--- src/rtl/tlc_sensor_conditioner.sv ---
// Loop-detector front end: synchronizes, debounces and gap-bridges the street A/B
// sensors into Ta/Tb, and keeps saturating per-street arrival counts.
module tlc_sensor_conditioner #(
  parameter int DEBOUNCE = 3,
  parameter int HOLD     = 4,
  parameter int CNT_W    = 8
) (
  input  logic             clk,
  input  logic             reset,
  input  logic             sa_raw,
  input  logic             sb_raw,
  input  logic             clr_counts,
  output logic             Ta,
  output logic             Tb,
  output logic             a_arrive,
  output logic             b_arrive,
  output logic [CNT_W-1:0] a_count,
  output logic [CNT_W-1:0] b_count
);

  tlc_sensor_channel #(
    .DEBOUNCE (DEBOUNCE),
    .HOLD     (HOLD),
    .CNT_W    (CNT_W)
  ) u_chan_a (
    .clk        (clk),
    .reset      (reset),
    .raw        (sa_raw),
    .clr_counts (clr_counts),
    .occ        (Ta),
    .arrive     (a_arrive),
    .count      (a_count)
  );

  tlc_sensor_channel #(
    .DEBOUNCE (DEBOUNCE),
    .HOLD     (HOLD),
    .CNT_W    (CNT_W)
  ) u_chan_b (
    .clk        (clk),
    .reset      (reset),
    .raw        (sb_raw),
    .clr_counts (clr_counts),
    .occ        (Tb),
    .arrive     (b_arrive),
    .count      (b_count)
  );

endmodule

// One detector channel: two-flop synchronizer, qualify/linger FSM, arrival counter.
//   state  | meaning
//   IDLE   | no car, waiting for a synchronized high sample
//   QUAL   | counting consecutive high samples before declaring a car
//   OCC    | car present, sensor high
//   LINGER | sensor dropped, holding occupancy for up to HOLD more samples
module tlc_sensor_channel #(
  parameter int DEBOUNCE = 3,
  parameter int HOLD     = 4,
  parameter int CNT_W    = 8
) (
  input  logic             clk,
  input  logic             reset,
  input  logic             raw,
  input  logic             clr_counts,
  output logic             occ,
  output logic             arrive,
  output logic [CNT_W-1:0] count
);

  localparam int TMAX = (DEBOUNCE > HOLD) ? DEBOUNCE : HOLD;
  localparam int TW   = $clog2(TMAX + 1);
  localparam logic [TW-1:0]    DEB_LAST  = TW'(DEBOUNCE - 1);
  localparam logic [TW-1:0]    HOLD_LAST = TW'(HOLD);
  localparam logic [CNT_W-1:0] COUNT_MAX = '1;

  typedef enum logic [1:0] {IDLE, QUAL, OCC, LINGER} state_t;

  state_t        state, state_nxt;
  logic [TW-1:0] cnt, cnt_nxt;
  logic          sync_1, s_sync;
  logic          arrive_nxt;

  always_ff @(posedge clk or posedge reset) begin
    if (reset) begin
      sync_1 <= 1'b0;
      s_sync <= 1'b0;
    end else begin
      sync_1 <= raw;
      s_sync <= sync_1;
    end
  end

  always_comb begin
    state_nxt  = state;
    cnt_nxt    = cnt;
    arrive_nxt = 1'b0;
    case (state)
      IDLE: begin
        if (s_sync) begin
          state_nxt = QUAL;
          cnt_nxt   = TW'(1);
        end
      end
      QUAL: begin
        if (!s_sync) begin
          state_nxt = IDLE;
          cnt_nxt   = '0;
        end else if (cnt == DEB_LAST) begin
          state_nxt  = OCC;
          arrive_nxt = 1'b1;
        end else begin
          cnt_nxt = cnt + TW'(1);
        end
      end
      OCC: begin
        if (!s_sync) begin
          state_nxt = LINGER;
          cnt_nxt   = TW'(1);
        end
      end
      LINGER: begin
        // A returning sensor is treated as the same car, so no new arrival.
        if (s_sync) begin
          state_nxt = OCC;
        end else if (cnt == HOLD_LAST) begin
          state_nxt = IDLE;
          cnt_nxt   = '0;
        end else begin
          cnt_nxt = cnt + TW'(1);
        end
      end
      default: begin
        state_nxt = IDLE;
        cnt_nxt   = '0;
      end
    endcase
  end

  always_ff @(posedge clk or posedge reset) begin
    if (reset) begin
      state  <= IDLE;
      cnt    <= '0;
      occ    <= 1'b0;
      arrive <= 1'b0;
      count  <= '0;
    end else begin
      state  <= state_nxt;
      cnt    <= cnt_nxt;
      occ    <= (state_nxt == OCC) || (state_nxt == LINGER);
      arrive <= arrive_nxt;
      // Clear takes effect first, so a same-cycle arrival leaves a count of one.
      if (clr_counts) begin
        count <= arrive_nxt ? CNT_W'(1) : '0;
      end else if (arrive_nxt && (count != COUNT_MAX)) begin
        count <= count + CNT_W'(1);
      end
    end
  end

endmodule

--- config.mk ---
export PLATFORM = sky130hd
export DESIGN_NAME = tlc_sensor_conditioner
export DESIGN_NICKNAME = d
export VERILOG_FILES = /design/src/rtl/tlc_sensor_conditioner.sv
export SDC_FILE = /design/constraint.sdc
export NUM_CORES = 1
export LEC_CHECK = 0
export BUFFER_PORTS_ARGS = -buffer_cell sky130_fd_sc_hd__buf_4
export CORE_MARGIN = 2
export CORE_UTILIZATION = 51
export DETAILED_ROUTE_END_ITERATION = 8
export HOLD_SLACK_MARGIN = 0.05
export PLACE_DENSITY = 0.75
export SYNTH_ARGS = -nofsm -noshare
export SYNTH_HDL_FRONTEND = slang
export SYNTH_SLANG_ARGS = --single-unit
--- constraint.sdc ---
create_clock -name clk -period 1.9 [get_ports clk]
set_clock_uncertainty 0.2 [all_clocks]
set_input_delay 0.38 -clock clk [delete_from_list [all_inputs] [get_ports clk]]
set_output_delay 0.38 -clock clk [all_outputs]
set_load 0.01 [all_outputs]
==> results.ini <==
[run_status]
status=finished clean

[power]
power_density_nw_per_um2=782
max-vdd-ir-drop_v=0.000383
seqPwrFrac_pct=48.5
p_clk_share_pct=21.3
netSwitchingFraction_pct=32.9
combPwrFrac_pct=30.2
p_int_w=0.00118
p_switching_w=0.000581
power_leakage_nw=1.04

[drt]
drt-total-wl_mm=3.92
vias_per_cell=5.76
ant_nets=0
remaining_drc_errors=0
drtIter0Drc=130
dr.pass1.iters=5
routedWlPerCell_um=14.2
vias=1585

[grt]
grt_pass1_vias=1557
track_usage_pct=20.8
grt-ovfl-total=0
antenna_found_initial=0
grt_max_degree=35
grt_pass1_wl_mm=6.62

[timing]
slew_headroom_pct=71.4
timing.hold.ws_ps=123
worst_pin_slew_ps=429
finalSetupViolations=0
fmax_mhz=529
min_period_ps=1890
hold_violations=0
slew_viol_final=0
period_share_pct=99.6

[finish]
fin_util_pct=67.2
drive_above_1_share_pct=29.3
antenna_cells=0
fin_nets=242
syn_to_final_growth_pct=25.6
mostFrequentLayoutCells=buf_4 (42), dfrtp_1 (34), o21ai_0 (14), a21oi_1 (12), nand2_1 (12)
final_common_cell=buf_4

[critical_path]
r2r_start=u_chan_a.cnt[0]$_DFFE_PP0P_
crit_start=u_chan_a.cnt[0]$_DFFE_PP0P_
cp-endpoint=u_chan_a.count[3]$_DFFE_PP0P_
worstReg2RegEnd=u_chan_a.count[3]$_DFFE_PP0P_
start_kind=flop
ff2ff_setup_slack_ps=8
worstPathArrival_ps=1970
worstPathMaxFanout=4
endpoint_kind=flop
worstPathRequired_ps=1980
ff2ff_path_depth=6
critical_path_class=reg -> reg

[placement]
dp_hpwl_mm=2.68
gp_congestion=0.936
port_buffers=24

[floorplan]
rows=21
dieArea_sq_um=4020
dieWidth_um=63.4
start_util_pct=53.5
ios=25
die_h_um=63.4
core_sq_um=3360

[worst_hold_path]
hold_class=in -> reg

[synth]
syn-cell-area_sq_um=1800
ys_warn_count=0
synth.distinct_cells=47
synth_seq_cells=34
avgSynthCellArea_sq_um=9.73
synth_seq_area_share_pct=47.3
syn_inst=185
synth_fp_nets=198

[job]
max-cap-violations=0

[clock_network]
path_clk_slew_ps=110
cts_buffers=5
cts_max_path_buffers=2
cts_root_buf=clkbuf_4
cts_num_sinks=34
htreeDepth=2
cts_tree=built
clk_latency_ps=340

==> area by class of cell <==
type                       instances  area [sq um]
fill                             297          1100
sequential                        34           851
clock buffer                       5          37.5
tap                               46          57.6
inverter                          10          37.5
timing repair buffer              45           345
clock inverter                     2          10.0
multi-input combinational        133           921
==> logic make-up after synthesis <==
kind of cell / synth area share [%]
muxes: 2.29
adders and majority gates: 5.56
AOI/OAI and AO/OA: 17.0
xor gates and xnor gates: 1.46
and+or+nand+nor: 21.7
DFF: 47.3
buffers and inverters: 4.66
==> timing repair <==
action	CTS	global route
setup buffers	2	3
endpoints found under the setup margin	3	8
hold buffers	3	0
endpoints found under the hold margin	36	0
pin swaps	1	5
gates resized for setup	3	10
==> cell usage after synthesis (all sizes together) <==
master,instances,area [sq um]
dfrtp,34,851
o21ai,14,70.1
a21oi,13,65.1
nand2,13,51.3
nor2,12,47.6
inv,10,37.5
nand3,10,50.1
ha,8,100
o211ai,5,47.5
or3,5,31.3
buf,4,31.3
clkbuf,4,15.0
nand3b,4,30.0
nor4,4,25.0
and3,3,18.8
mux2i,3,30.0
nand2b,3,18.8
nand4,3,18.8
nor2b,3,18.8
nor3,3,15.0
xor2,3,26.3
a211oi,2,15.0
a31oi,2,12.5
and2b,2,16.3
o2111ai,2,23.8
o31ai,2,15.0
a21o,1,7.51
a221o,1,10.0
a31o,1,8.76
a32oi,1,8.76
and2,1,6.26
and3b,1,10.0
and4,1,8.76
mux2,1,11.3
nor4b,1,8.76
o21bai,1,7.51
o22ai,1,6.26
o32ai,1,8.76
or2b,1,7.51
or4,1,7.51
==> how the worst min path moves through the flow <==
| stage | startpoint | end | slack (ps) | cells past startpoint |
|---|---|---|---|---|
| floorplan | u_chan_a.sync_1$_DFF_PP0_ | u_chan_a.s_sync$_DFF_PP0_ | 130 | 0 |
| global placement | u_chan_b.sync_1$_DFF_PP0_ | u_chan_b.s_sync$_DFF_PP0_ | 130 | 0 |
| detailed placement | u_chan_b.sync_1$_DFF_PP0_ | u_chan_b.s_sync$_DFF_PP0_ | 140 | 0 |
| CTS | clr_counts | u_chan_a.count[3]$_DFFE_PP0P_ | 110 | 2 |
| global route | clr_counts | u_chan_a.count[3]$_DFFE_PP0P_ | 120 | 2 |
| finish | clr_counts | u_chan_a.count[3]$_DFFE_PP0P_ | 120 | 2 |
==> layer usage <==
layer | up-vias | GRT usage [%] | share of wire, %
met2 | 44 | 35.8 | 51
li1 | 763 | - | -
met5 | - | 0 | 0
met3 | 12 | 6.07 | 4.2
met1 | 766 | 23.6 | 42
met4 | 0 | 9.78 | 2.8
==> critical path, cell delays in order (launching register included) <==
cell and delay, ps:
dfrtp_1 410, inv_2 100, ha_4 150, and3b_2 210, nand2_2 60, or4_1 550, a21oi_2 150
==> power by group through the flow <==
stage,sequential (W),clock (W),combinational [W]
6_report,0.000856,0.000377,0.000533
4_1_cts,0.000848,0.000393,0.000486
3_3_place_gp,0.000859,0,0.000439
3_5_place_dp,0.000865,0,0.000462
5_1_grt,0.000863,0.000420,0.000589
2_1_floorplan,0.000856,0,0.000325
==> stage by stage <==
| step | cells | setup slack (ps) | total power, W | setup TNS [ps] | area [sq um] |
|---|---|---|---|---|---|
| 2_1_floorplan | 185 | 12.2 | 0.00118 | 0 | 1800 |
| 3_3_place_gp | 260 | 73.4 | 0.00130 | 0 | 2090 |
| 3_5_place_dp | 260 | -28.2 | 0.00133 | -28.2 | 2090 |
| 4_1_cts | 272 | 5.05 | 0.00173 | 0 | 2190 |
| 5_1_grt | 275 | -20.8 | 0.00187 | -28.4 | 2260 |
| 6_report | 275 | 8.20 | 0.00177 | 0 | 2260 |
==> state kept, by name, summed over array words and instances, names as in the netlist, 2 cells and up <==
name,count
u_chan_a.count,8
u_chan_b.count,8
u_chan_a.cnt,3
u_chan_b.cnt,3
u_chan_a.state,2
u_chan_b.state,2
Note: power is estimated with default switching activity, not from simulation.
